**src/rtl/icache_pkg.sv**
```systemverilog
// Shared types and constants for the direct-mapped instruction cache.
package icache_pkg;

  // Word offset within a 16-byte block and the block itself.
  localparam int OFFSET_BITS = 2;
  localparam int BLOCK_BITS  = 128;
  localparam int WORD_BITS   = 32;

  // Refill sequencer states.
  typedef enum logic [1:0] {
    S_IDLE     = 2'd0,
    S_MEM_READ = 2'd1,
    S_UPDATE   = 2'd2
  } icache_state_t;

  // Tag width left over after byte offset, word offset and index.
  function automatic int tag_width(input int index_bits);
    return 32 - 2 - OFFSET_BITS - index_bits;
  endfunction

endpackage

```
**src/rtl/icache_line_array.sv**
```systemverilog
// Valid/tag/data storage for the instruction cache. Reads are asynchronous by
// index so a hit can be served in the same cycle; writes land on the clock edge.
module icache_line_array
  import icache_pkg::*;
#(
  parameter int INDEX_BITS = 3,
  parameter int TAG_BITS   = tag_width(INDEX_BITS)
) (
  input  logic                  clk,
  input  logic                  reset_n,
  input  logic [INDEX_BITS-1:0] rd_index,
  output logic                  rd_valid,
  output logic [TAG_BITS-1:0]   rd_tag,
  output logic [BLOCK_BITS-1:0] rd_data,
  input  logic                  wr_en,
  input  logic [INDEX_BITS-1:0] wr_index,
  input  logic [TAG_BITS-1:0]   wr_tag,
  input  logic [BLOCK_BITS-1:0] wr_data
);

  localparam int LINES = 1 << INDEX_BITS;

  logic [LINES-1:0]      valid_reg;
  logic [LINES-1:0]      wr_sel;
  logic [TAG_BITS-1:0]   tag_mem  [LINES];
  logic [BLOCK_BITS-1:0] data_mem [LINES];

  // One-hot write decode, one bit per line.
  genvar gi;
  generate
    for (gi = 0; gi < LINES; gi++) begin : g_sel
      assign wr_sel[gi] = wr_en && (wr_index == INDEX_BITS'(gi));
    end
  endgenerate

  // Valid bits: cleared by reset, set when a line is refilled.
  always_ff @(posedge clk) begin
    if (!reset_n) begin
      valid_reg <= '0;
    end else begin
      valid_reg <= valid_reg | wr_sel;
    end
  end

  // Tag and data arrays carry no reset; validity alone qualifies their contents.
  always_ff @(posedge clk) begin
    if (wr_en) begin
      tag_mem[wr_index]  <= wr_tag;
      data_mem[wr_index] <= wr_data;
    end
  end

  assign rd_valid = valid_reg[rd_index];
  assign rd_tag   = tag_mem[rd_index];
  assign rd_data  = data_mem[rd_index];

endmodule

```
**src/rtl/instruction_cache.sv**
```systemverilog
// Direct-mapped read-only instruction cache: same-cycle hits, busy-wait block
// refill on a miss. Optional performance counters under ICACHE_PERF_CNT_EN.
module instruction_cache
  import icache_pkg::*;
#(
  parameter int INDEX_BITS = 3
) (
  input  logic                  CLK,
  input  logic                  RESET,
  input  logic [31:0]           PC,
  input  logic                  insReadEn,
  output logic [31:0]           INSTRUCTION,
  output logic                  INS_CACHE_BUSY_WAIT,
  output logic                  MEM_READ,
  output logic [27:0]           MEM_ADDR,
  input  logic [BLOCK_BITS-1:0] MEM_READ_DATA,
  input  logic                  MEM_BUSY_WAIT,
  output logic [31:0]           HIT_COUNT,
  output logic [31:0]           MISS_COUNT
);

  localparam int TAG_BITS = tag_width(INDEX_BITS);
  localparam int WORDS    = 1 << OFFSET_BITS;

  // Address fields; the byte offset is irrelevant for word fetches.
  logic [OFFSET_BITS-1:0] pc_offset;
  logic [INDEX_BITS-1:0]  pc_index;
  logic [TAG_BITS-1:0]    pc_tag;
  logic                   unused_pc_bits;

  assign pc_offset      = PC[3:2];
  assign pc_index       = PC[3+INDEX_BITS:4];
  assign pc_tag         = PC[31:4+INDEX_BITS];
  assign unused_pc_bits = ^PC[1:0];

  icache_state_t state_reg, state_next;

  logic [TAG_BITS-1:0]   tag_reg;
  logic [INDEX_BITS-1:0] index_reg;
  logic [BLOCK_BITS-1:0] block_reg;

  logic                  line_valid;
  logic [TAG_BITS-1:0]   line_tag;
  logic [BLOCK_BITS-1:0] line_data;
  logic [WORD_BITS-1:0]  line_words [WORDS];
  logic                  hit;

  logic                  busy;
  logic [31:0]           instr;
  logic                  mem_read;
  logic [27:0]           mem_addr;
  logic                  wr_en;
  logic                  count_hit;
  logic                  count_miss;

  icache_line_array #(
    .INDEX_BITS (INDEX_BITS),
    .TAG_BITS   (TAG_BITS)
  ) u_lines (
    .clk      (CLK),
    .reset_n  (RESET),
    .rd_index (pc_index),
    .rd_valid (line_valid),
    .rd_tag   (line_tag),
    .rd_data  (line_data),
    .wr_en    (wr_en && RESET),
    .wr_index (index_reg),
    .wr_tag   (tag_reg),
    .wr_data  (block_reg)
  );

  // Split the selected line into words for the offset mux.
  genvar gi;
  generate
    for (gi = 0; gi < WORDS; gi++) begin : g_word
      assign line_words[gi] = line_data[WORD_BITS*gi +: WORD_BITS];
    end
  endgenerate

  assign hit = insReadEn && line_valid && (line_tag == pc_tag);

  // State register.
  always_ff @(posedge CLK) begin
    if (!RESET) begin
      state_reg <= S_IDLE;
    end else begin
      state_reg <= state_next;
    end
  end

  // Latch the missing block's address on detection and its data on capture,
  // so the refill is independent of what the core does with PC meanwhile.
  always_ff @(posedge CLK) begin
    if (!RESET) begin
      tag_reg   <= '0;
      index_reg <= '0;
    end else if (state_reg == S_IDLE && insReadEn && !hit) begin
      tag_reg   <= pc_tag;
      index_reg <= pc_index;
    end
  end

  // Refill data capture when memory signals valid data.
  always_ff @(posedge CLK) begin
    if (state_reg == S_MEM_READ && !MEM_BUSY_WAIT) begin
      block_reg <= MEM_READ_DATA;
    end
  end

  // Next-state and output decode.
  always_comb begin
    state_next = state_reg;
    busy       = 1'b0;
    instr      = '0;
    mem_read   = 1'b0;
    mem_addr   = '0;
    wr_en      = 1'b0;
    count_hit  = 1'b0;
    count_miss = 1'b0;
    case (state_reg)
      S_IDLE: begin
        if (hit) begin
          instr     = line_words[pc_offset];
          count_hit = 1'b1;
        end else if (insReadEn) begin
          busy       = 1'b1;
          count_miss = 1'b1;
          state_next = S_MEM_READ;
        end
      end
      S_MEM_READ: begin
        busy     = 1'b1;
        mem_read = 1'b1;
        mem_addr = {tag_reg, index_reg};
        if (!MEM_BUSY_WAIT) begin
          state_next = S_UPDATE;
        end
      end
      S_UPDATE: begin
        busy       = 1'b1;
        wr_en      = 1'b1;
        state_next = S_IDLE;
      end
      default: begin
        state_next = S_IDLE;
      end
    endcase
  end

  // Reset holds every core- and memory-facing output quiet, even mid-refill.
  assign INSTRUCTION         = RESET ? instr    : '0;
  assign INS_CACHE_BUSY_WAIT = RESET ? busy     : 1'b0;
  assign MEM_READ            = RESET ? mem_read : 1'b0;
  assign MEM_ADDR            = RESET ? mem_addr : '0;

`ifdef ICACHE_PERF_CNT_EN
  logic [31:0] hit_count_reg;
  logic [31:0] miss_count_reg;

  // Free-running hit/miss counters, wrapping modulo 2^32.
  always_ff @(posedge CLK) begin
    if (!RESET) begin
      hit_count_reg  <= '0;
      miss_count_reg <= '0;
    end else begin
      if (count_hit) begin
        hit_count_reg <= hit_count_reg + 32'd1;
      end
      if (count_miss) begin
        miss_count_reg <= miss_count_reg + 32'd1;
      end
    end
  end

  assign HIT_COUNT  = hit_count_reg;
  assign MISS_COUNT = miss_count_reg;
`else
  logic unused_counts;

  assign unused_counts = count_hit ^ count_miss;
  assign HIT_COUNT     = '0;
  assign MISS_COUNT    = '0;
`endif

endmodule

```
**config.mk**
```make
export PLATFORM = sky130hd
export DESIGN_NAME = instruction_cache
export DESIGN_NICKNAME = d
export VERILOG_FILES = /design/src/rtl/icache_pkg.sv /design/src/rtl/icache_line_array.sv /design/src/rtl/instruction_cache.sv
export SDC_FILE = /design/constraint.sdc
export NUM_CORES = 1
export LEC_CHECK = 0
export BUFFER_PORTS_ARGS = -buffer_cell sky130_fd_sc_hd__buf_2
export CAP_MARGIN = 20
export CORE_ASPECT_RATIO = 0.75
export CORE_MARGIN = 1
export CORE_UTILIZATION = 50
export DETAILED_ROUTE_END_ITERATION = 8
export PLACE_DENSITY = 0.65
export SYNTH_ARGS = -nofsm -noshare
export SYNTH_HDL_FRONTEND = slang
export SYNTH_SLANG_ARGS = --single-unit
```
**constraint.sdc**
```tcl
create_clock -name CLK -period 38.9 [get_ports CLK]
set_input_delay 1.945 -clock CLK [delete_from_list [all_inputs] [get_ports CLK]]
set_output_delay 1.945 -clock CLK [all_outputs]
set_load 0.03 [all_outputs]
```
# Word level (Yosys, flattened, before mapping)
# Memories as Yosys holds them, arrays and structs flattened.
# Index checks and enable logic that the tools add are counted.
# word_totals
ram_bits,1224
in_bits,164
memories,2
reg_bits,166
# classes
n_lt_le_gt_ge,2
bitwise,2
n_eq_ne,13
reduce_logical,20
mux,23
# mem_list
memory,depth,width,read_ports,rd_clocked_by_memory_dff,wr,line,rtl
u_lines.data_mem,8,128,1,0,1,icache_line_array.sv:26,logic [BLOCK_BITS-1:0] data_mem [LINES];
u_lines.tag_mem,8,25,1,0,1,icache_line_array.sv:25,logic [TAG_BITS-1:0] tag_mem [LINES];
# op_table
operator,n
2-to-1 mux 32 bit,5
binary-select mux 32 bit (select 2 bit),1
2-to-1 mux 28 bit,2
== test 25 bit,1
logical AND 1 bit,14
== test 3 bit (second input constant),4
2-to-1 mux 1 bit,9
bitwise OR 8 bit,1
== test 3 x 2 -> 1 bit (second input constant),2
2-to-1 mux 2 bit,3
inequality test 2 bit (second input constant),3
less-than comparator 3 x 4 -> 1 bit (second input constant),1
one-hot mux 2 bit (2 select lines),1
binary-select mux 1 bit (select 3 bit),1
== test 3 x 1 -> 1 bit (second input constant),1
greater-or-equal comparator 3 bit (second input constant),1
zero test 3 bit,1
inverter 2 -> 3 bit,1
AND reduction 3 bit,1
== test 2 x 1 -> 1 bit (second input constant),1
== test 2 bit (second input constant),1
zero test 1 bit,2
zero test 2 bit,1
one-hot mux 1 bit (2 select lines),1
OR reduction 2 bit,1

# Depth between registers and ports, before layout
# Gate-level depths: netlist (run 1).
# depth
word_depth,7
ltp_mapped,14
ltp_nobuf,8

# Modules after synthesis
# From an unflattened synthesis (run 1), not the netlist that was laid out.
# unflattened
cells_unflattened,2282
area_unflattened_um2,53379.9
# by_module_without_submodules
mod,instances,cells_per_inst,area_each_um2,seq_area_each_um2
icache_line_array,1,1796,46209.3,36915.4
instruction_cache,1,486,7170.6,4444.3

# Worst setup path after synthesis (run 1)
# Ideal clock, no wire load.
# synth_timing
path_kind,input port to flip-flop
startpoint,in RESET
endpoint,mem u_lines.data_mem[2][0] (enable)
arrival_time_ns,12.738
path_slack_ns,25.307
path_stages,3
setup_time_ns,0.856
required_time_ns,38.044
path_cell_list,clkbuf_1 -> nand3_1 -> nor3_1
# synth_via
elab_chain_len,3
# synth_rtl
element,line,rtl
from (decl),instruction_cache.sv:9,"input logic RESET,"
logical AND 1 bit,instruction_cache.sv:66,".wr_en (wr_en && RESET),"
2-to-1 mux 1 bit,icache_line_array.sv:47,if (wr_en) begin
2-to-1 mux 1 bit (implied by the code),icache_line_array.sv:49,data_mem[wr_index] <= wr_data;
to (decl),icache_line_array.sv:26,
# Every way passes these cells.

# Worst setup path after layout (run 1)
# layout_timing
startpoint,in PC[5]
endpoint,out INSTRUCTION[20]
# layout_via
elab_chain_len,7
elab_cells_between_ends,13
# layout_rtl
element,line,rtl
from (decl),instruction_cache.sv:10,"input logic [31:0] PC,"
memory (8 x 128 bit) / binary-select mux 1 bit (select 3 bit) (equally long branches),--,
binary-select mux 32 bit (select 2 bit) / 2-to-1 mux 1 bit (equally long branches),"instruction_cache.sv:123, icache_line_array.sv:53",
2-to-1 mux 32 bit (implied by the code) / logical AND 1 bit (equally long branches) (2 in a row),"instruction_cache.sv:123, instruction_cache.sv:80",
2-to-1 mux 32 bit (*),instruction_cache.sv:122,if (hit) begin
2-to-1 mux 32 bit (*),instruction_cache.sv:120,case (state_reg)
2-to-1 mux 32 bit (*),instruction_cache.sv:151,assign INSTRUCTION = RESET ? instr : '0;
to (decl),instruction_cache.sv:12,"output logic [31:0] INSTRUCTION,"
# Mark *: on every way between the ends. The rest lies on a longest branch, timed or not. The select of a mux whose other input is x is not followed.

==> results.yml, run 1 <==
timing:
  period_needed_ps: 8460
  rsz0062_at_grt: "false"
  tns_ps: 0
  tightest_slew_ps: 1140
  min_period_over_period_pct: 21.8
  finalMaxSlewViolations: 0
  fmax_mhz: 118
  skew_ps: 25.1
  hold_viol: 0
  relSlewSlack_pct: 24.0
  setup_viol: 0
yosys:
  yosys.area_share.simple_pct: 1.68
  ys_warn_count: 0
  async_reset_ff_share_pct: 0
  synth-xor-area-share_pct: 0.315
  yosys.area_share.adder_pct: 0.142
  synthCells: 2282
  synth_top_family_by_area: "multiplexers"
  synth-compound-area-share_pct: 0.431
  syn_area_sq_um: 52800
  synth.mux.area_fraction_pct: 17.2
  yosysTopAreaCellShare_pct: 76.9
  yosys.cell_types.count: 47
  ys.flop_type: "edfxtp_1"
  synth_seq_cells: 1390
  synthTopCellsByArea: "edfxtp_1 77%, mux4_2 15%, mux2i_1 1.7%"
  synth_edf_count: 1352
  syn_area_per_cell_sq_um: 23.1
  synth.yosys.seq_area_share_pct: 78.3
  synthDominantAreaCellType: "edfxtp_1"
floorplan:
  start_util_pct: 50.8
  fp.dieW_microns: 377
  core_sq_um: 104000
  io_pins: 290
  die_h_microns: 283
  num_rows: 102
  die_area_sq_um: 107000
job:
  cap_viol_max_count: 0
drt:
  drcViolationCount: 0
  drtPass1Iterations: 5
  drt-vias-per-instance: 5.83
  postRouteAntennaNets: 0
  dr.first_iter.drc_count: 2167
  drt-total-wl_microns: 111000
  route.vias.total: 23755
  detail_route.wl_per_cell_microns: 27.3
layout:
  drive_gt1_share_pct: 31.2
  syn_to_final_growth_pct: 12.8
  fin_util_pct: 57.3
  largest_reg_flops: 1024
  n_fill_cell: 7470
  final_cell_mix: "1352 x edfxtp_1, 353 x mux4_2, 219 x buf_2"
  final_nets: 2736
  final_common_cell: "edfxtp_1"
global_routing:
  gr-usage-all-layers_pct: 21.3
  grt_pass1_wl_microns: 165000
  overflow: 0
  grt_max_degree: 119
  grt_pass1_vias: 24998
  antenna_found_initial: 9
worst_setup_path:
  path_class: "primary input to primary output"
  cp_slowest_cell: "buf_4"
  endpoint_kind: "primary output"
  timing.critical_path.buf_inv: 4
  cp_max_fo: 118
  cp_top_family: "buffers and inverters"
  crit_chain: "buf_8 > buf_4 > mux2_2 > o221ai_1 > o21bai_1 > or4_1 > nor4_2 > nand4_1 > or2_2 > buf_4 > nor2_1 > buf_2"
  critPathArrivalTime_ps: 6520
  crit_required_ps: 36950
  crit_top_cell: "buf_4"
  critPathMaxStageDelay_ps: 770
  worstRegToRegCells: 6
  startpoint_type: "primary input"
  crit_cells: 12
outcome:
  status: "finished clean"
min_path:
  hold_path_class: "flop to flop"
  min_path_cells: 2
clocking:
  numClockSinks: 1390
  cts_tree: "done"
  cts_hold_buffers: 0
  clk_path_buf_depth: 3
  cts_resized: 0
  clkLatencyLatePin_ps: 750
  cts_setup_buffers: 0
  cts-root-buf: "clkbuf_16"
  clk_pin_slew_ps: 60
  cts_max_level: 4
  cts_buffers: 134
power_and_ir_drop:
  ir_drop_mv: 0.0473
  powerDensity_nw_per_um2: 54.5
  p_leak_uw: 0.0195
place:
  io_buffers: 223
  dp_hpwl_microns: 59700
  gp_congestion: 0.753
-- cells in the mapped netlist, types with 2 or more instances --
cell      count
a211oi_1      2
a22o_1        4
a22oi_1       2
and3_1       29
buf_1        18
buf_2        33
buf_4        67
buf_6         4
clkbuf_1     54
dfxtp_1      38
edfxtp_1   1352
ha_1          6
inv_1         4
mux2_2       20
mux2i_1      91
mux4_2      353
nand2_1      66
nand2b_1      6
nand3_1       3
nand4_1       5
nor2_1       57
nor2b_1       7
nor3_1        4
nor4_1        2
o211a_1       2
o21ai_0       4
o221ai_1      3
o22ai_1       7
or3_1         3
or4_1         2
xnor2_1       4
xor2_1       15
-- per-layer routing --
layer,wire [microns],track usage (%),up-vias
met3,6620,3.87,159
met5,40,0,-
li1,-,-,10010
met2,55700,34.7,744
met4,2080,5.93,6
met1,46800,29.7,12836
-- cell type report --
cell class	count	area (sq um)	share of cell area (%)
Tap cell	1404	1760	2.95
Inverter	5	18.8	0.0315
Timing Repair Buffer	262	1490	2.50
Multi-Input combinational cell	773	10700	18.0
Clock buffer	162	3510	5.89
Clock inverter	77	728	1.22
Antenna cell	1	2.50	0.00420
Sequential cell	1390	41400	69.4
-- worst reg2reg max path, cell delays in order, from the launching register on --
cell and delay (ps):
dfxtp_1 360, inv_1 140, ha_1 190, nand3b_1 280, nor2_4 700, buf_4 850
buf_4 880
-- worst paths after layout --
check	slack [ps]	startpoint	endpoint
min	480	u_lines.valid_reg[6]	u_lines.valid_reg[6]
max	30440	PC[5]	INSTRUCTION[20]
max reg2reg	35080	state_reg[0]	u_lines.data_mem[5][72]
min reg2reg	480	u_lines.valid_reg[6]	u_lines.valid_reg[6]
-- cell families (layout without fill, tap and decap cells) --
kind of cell,count (synthesis),after routing
other cells,1,65
compound gates,30,30
mux,464,464
simple gates,190,190
flops,1390,1390
xor+xnor,19,19
fa+ha+maj,6,6
buf+inv,182,506
-- power breakdown --
part / switching [uW] / internal (uW) / leakage [uW]
Clock: 544 / 719 / 0.00206
Combinational: 113 / 71.2 / 0.00487
Sequential: 58.6 / 1740 / 0.0125
-- metrics by stage --
| stage | area [sq um] | hold slack [ps] | setup WS [ps] | cells | power (uW) |
|---|---|---|---|---|---|
| after floorplan | 53100 | 435 | 25310 | 2345 | 1950 |
| after global placement | 55400 | 444 | 30410 | 3834 | 2010 |
| after detailed placement | 55400 | 474 | 30410 | 3834 | 2020 |
| after CTS | 59600 | 487 | 30400 | 4073 | 3280 |
| after global routing | 59600 | 517 | 30110 | 4074 | 3350 |
| final | 59600 | 481 | 30440 | 4074 | 3250 |
(Power assumes the default switching activity.)
==> inputs of run 2 (changes only) <==
ABC_AREA = 1   (was default)
clock period = 8.4 ns   (was 38.9 ns; I/O delays follow)
==> run 2 against run 1 <==
Against the previous run: global-route usage up 3.4 points; synthesized cell count up 96%; combinational power rose to 6.4 times the previous value; clock skew down 0.86 ps; flip-flop and latch count unchanged; cell area up 6.3%; area after synthesis up 5.3%; critical path depth up 7; largest cell class unchanged; largest power group unchanged; highest routed layer unchanged.
==> results.yml, run 2 <==
layout:
  fin_util_pct: 57.7
  final_cell_mix: "1352 x edfxtp_1, 1240 x nand2_1, 494 x a21oi_1"
  final_nets: 4922
  largest_reg_flops: 1024
  finish.instance_area_sq_um: 63400
  multi_input_area_sq_um: 12200
  final_common_cell: "edfxtp_1"
  n_fill_cell: 8731
  syn_to_final_growth_pct: 14.0
  seqCellArea_sq_um: 41400
  drive_gt1_share_pct: 9.72
timing:
  finalMaxSlewViolations: 0
  setup_viol: 0
  relSlewSlack_pct: 15.7
  tns_ps: 0
  min_period_over_period_pct: 59.1
  tightest_slew_ps: 1250
  period_needed_ps: 4960
  hold_viol: 0
  fmax_mhz: 201
  rsz0062_at_grt: "false"
  skew_ps: 24.3
power_and_ir_drop:
  power_frac_comb_pct: 7.8
  switching_share_pct: 23.9
  p_clk_share_pct: 37.8
  p_int_uw: 11700
  p_leak_uw: 0.0232
  seqPwrFrac_pct: 54.4
  powerDensity_nw_per_um2: 242
  p_sw_uw: 3660
  ir_drop_mv: 0.168
global_routing:
  antenna_found_initial: 9
  overflow: 0
  grt_max_degree: 200
  grt_pass1_wl_microns: 208000
  gr-usage-all-layers_pct: 24.7
  grt_pass1_vias: 33175
worst_setup_path:
  timing.critical_path.buf_inv: 6
  endpoint_kind: "primary output"
  path_class: "primary input to primary output"
  critPathArrivalTime_ps: 4540
  cp_top_family: "buffers and inverters"
  crit_chain: "buf_8 > inv_8 > buf_4 > nand2_1 > nand2_1 > nand2_1 > nand2_1 > nand2_1 > nand3_1 > nand2_1 > nor2_1 > nand2_1 > inv_1 > nand2_1 > nor2_1 > nand4_1 > buf_4 > nor2_1 > buf_2"
  critPathMaxStageDelay_ps: 710
  crit_top_cell: "nand2_1"
  crit_required_ps: 7980
  cp_max_fo: 155
  cp_slowest_cell: "inv_8"
  startpoint_type: "primary input"
floorplan:
  num_rows: 105
  fp.dieW_microns: 387
  die_h_microns: 291
  core_sq_um: 110000
  io_pins: 290
  die_area_sq_um: 113000
  start_util_pct: 50.6
yosys:
  ys.flop_type: "edfxtp_1"
  synth.most_common_cell: "edfxtp_1"
  synth.mux.area_fraction_pct: 0
  syn_area_per_cell_sq_um: 12.4
  yosys.area_share.simple_pct: 12.1
  synth_edf_count: 1352
  synth-xor-area-share_pct: 0
  synth_top_family_by_area: "simple AND/OR/NAND/NOR gates"
  synth_seq_cells: 1390
  syn_area_sq_um: 55600
  synthTopCellsByArea: "edfxtp_1 73%, nand2_1 8.4%, a21oi_1 4.4%"
  synth-compound-area-share_pct: 9.10
  yosysTopAreaCellShare_pct: 73.0
  synth.yosys.seq_area_share_pct: 74.4
  synth_common_cells: "1352 x edfxtp_1, 1241 x nand2_1, 494 x a21oi_1"
  ys_warn_count: 0
  async_reset_ff_share_pct: 0
  synthDominantAreaCellType: "edfxtp_1"
  yosys.area_share.adder_pct: 0.135
  synthCells: 4471
  yosys.cell_types.count: 29
clocking:
  clk_pin_slew_ps: 60
  cts-root-buf: "clkbuf_16"
  cts_buffers: 135
  clk_path_buf_depth: 3
  cts_resized: 0
  clkLatencyLatePin_ps: 760
  cts_tree: "done"
  cts_max_level: 4
  numClockSinks: 1390
drt:
  dr.first_iter.drc_count: 3447
  drt-total-wl_microns: 140000
  postRouteAntennaNets: 0
  drcViolationCount: 0
  detail_route.wl_per_cell_microns: 22.3
  drtPass1Iterations: 5
  route.vias.total: 35161
  drt-vias-per-instance: 5.58
job:
  cap_viol_max_count: 0
place:
  placed_area_sq_um: 57800
  dp_hpwl_microns: 72000
  io_buffers: 223
  gp_congestion: 0.826
outcome:
  status: "finished clean"
min_path:
  hold_path_class: "primary input to flop"
-- run 2: layout make-up --
| type | instances | share of cell area [%] |
|---|---|---|
| Inverter | 193 | 1.17 |
| Sequential cell | 1390 | 65.2 |
| Timing Repair Buffer | 424 | 4.95 |
| Clock buffer | 178 | 5.72 |
| Antenna cell | 4 | 0.0158 |
| Multi-Input combinational cell | 2608 | 19.2 |
| Tap cell | 1444 | 2.85 |
| Clock inverter | 62 | 0.829 |
-- run 2: metrics by stage --
step | hold WS (ps) | setup WS [ps] | std cells | total power (uW)
after global placement | 446 | 3420 | 5911 | 9590
after floorplan | 435 | 477 | 4534 | 9180
after global routing | 67.5 | 3190 | 6301 | 15800
after CTS | 0.698 | 3380 | 6294 | 15400
final | 47.5 | 3440 | 6303 | 15300
after detailed placement | 453 | 3400 | 5911 | 9620
-- run 2: worst register-to-register path, stage by stage (launching register included) --
cell	delay [ps]
dfxtp_1	360
inv_1	120
ha_1	150
nand2_1	60
nor2_1	120
inv_1	160
nor2_4	360
buf_4	830
buf_4	870
-- run 2: routing by layer --
metal / wire, microns / GRT usage [%] / vias to the layer above
met5: 9 / 0 / -
met4: 2980 / 7.51 / 2
met3: 11900 / 5.21 / 174
met2: 64000 / 37.5 / 1346
met1: 61500 / 35.9 / 17222
li1: - / - / 16417
-- run 2: final timing paths --
| path | cells after the start | endpoint | start | slack (ps) |
|---|---|---|---|---|
| setup reg to reg | 8 | u_lines.data_mem[0][123] | state_reg[0] | 4970 |
| hold / removal | 5 | tag_reg[5] | PC[12] | 50 |
| setup / recovery | 19 | INSTRUCTION[19] | PC[4] | 3440 |
| hold reg to reg | 2 | u_lines.valid_reg[7] | u_lines.valid_reg[7] | 470 |
-- run 2: power by group through the flow --
stage               sequential, uW  combinational (uW)  clock (uW)
floorplan                     8430                 750           0
global placement              8470                1120           0
detailed placement            8490                1130           0
CTS                           8340                1190        5880
global route                  8380                1300        6130
finish                        8340                1190        5790
-- run 2: what timing repair did --
item,CTS,global route
buffers inserted,0,0
hold endpoints to repair,143,0
hold buffers,143,0
-- run 2: kinds of logic after synthesis --
| kind of cell | after synthesis |
|---|---|
| AOI/OAI and AO/OA | 824 |
| and+or+nand+nor | 1714 |
| other | 1 |
| DFF | 1390 |
| buffers and inverters | 536 |
| adders and majority gates | 6 |
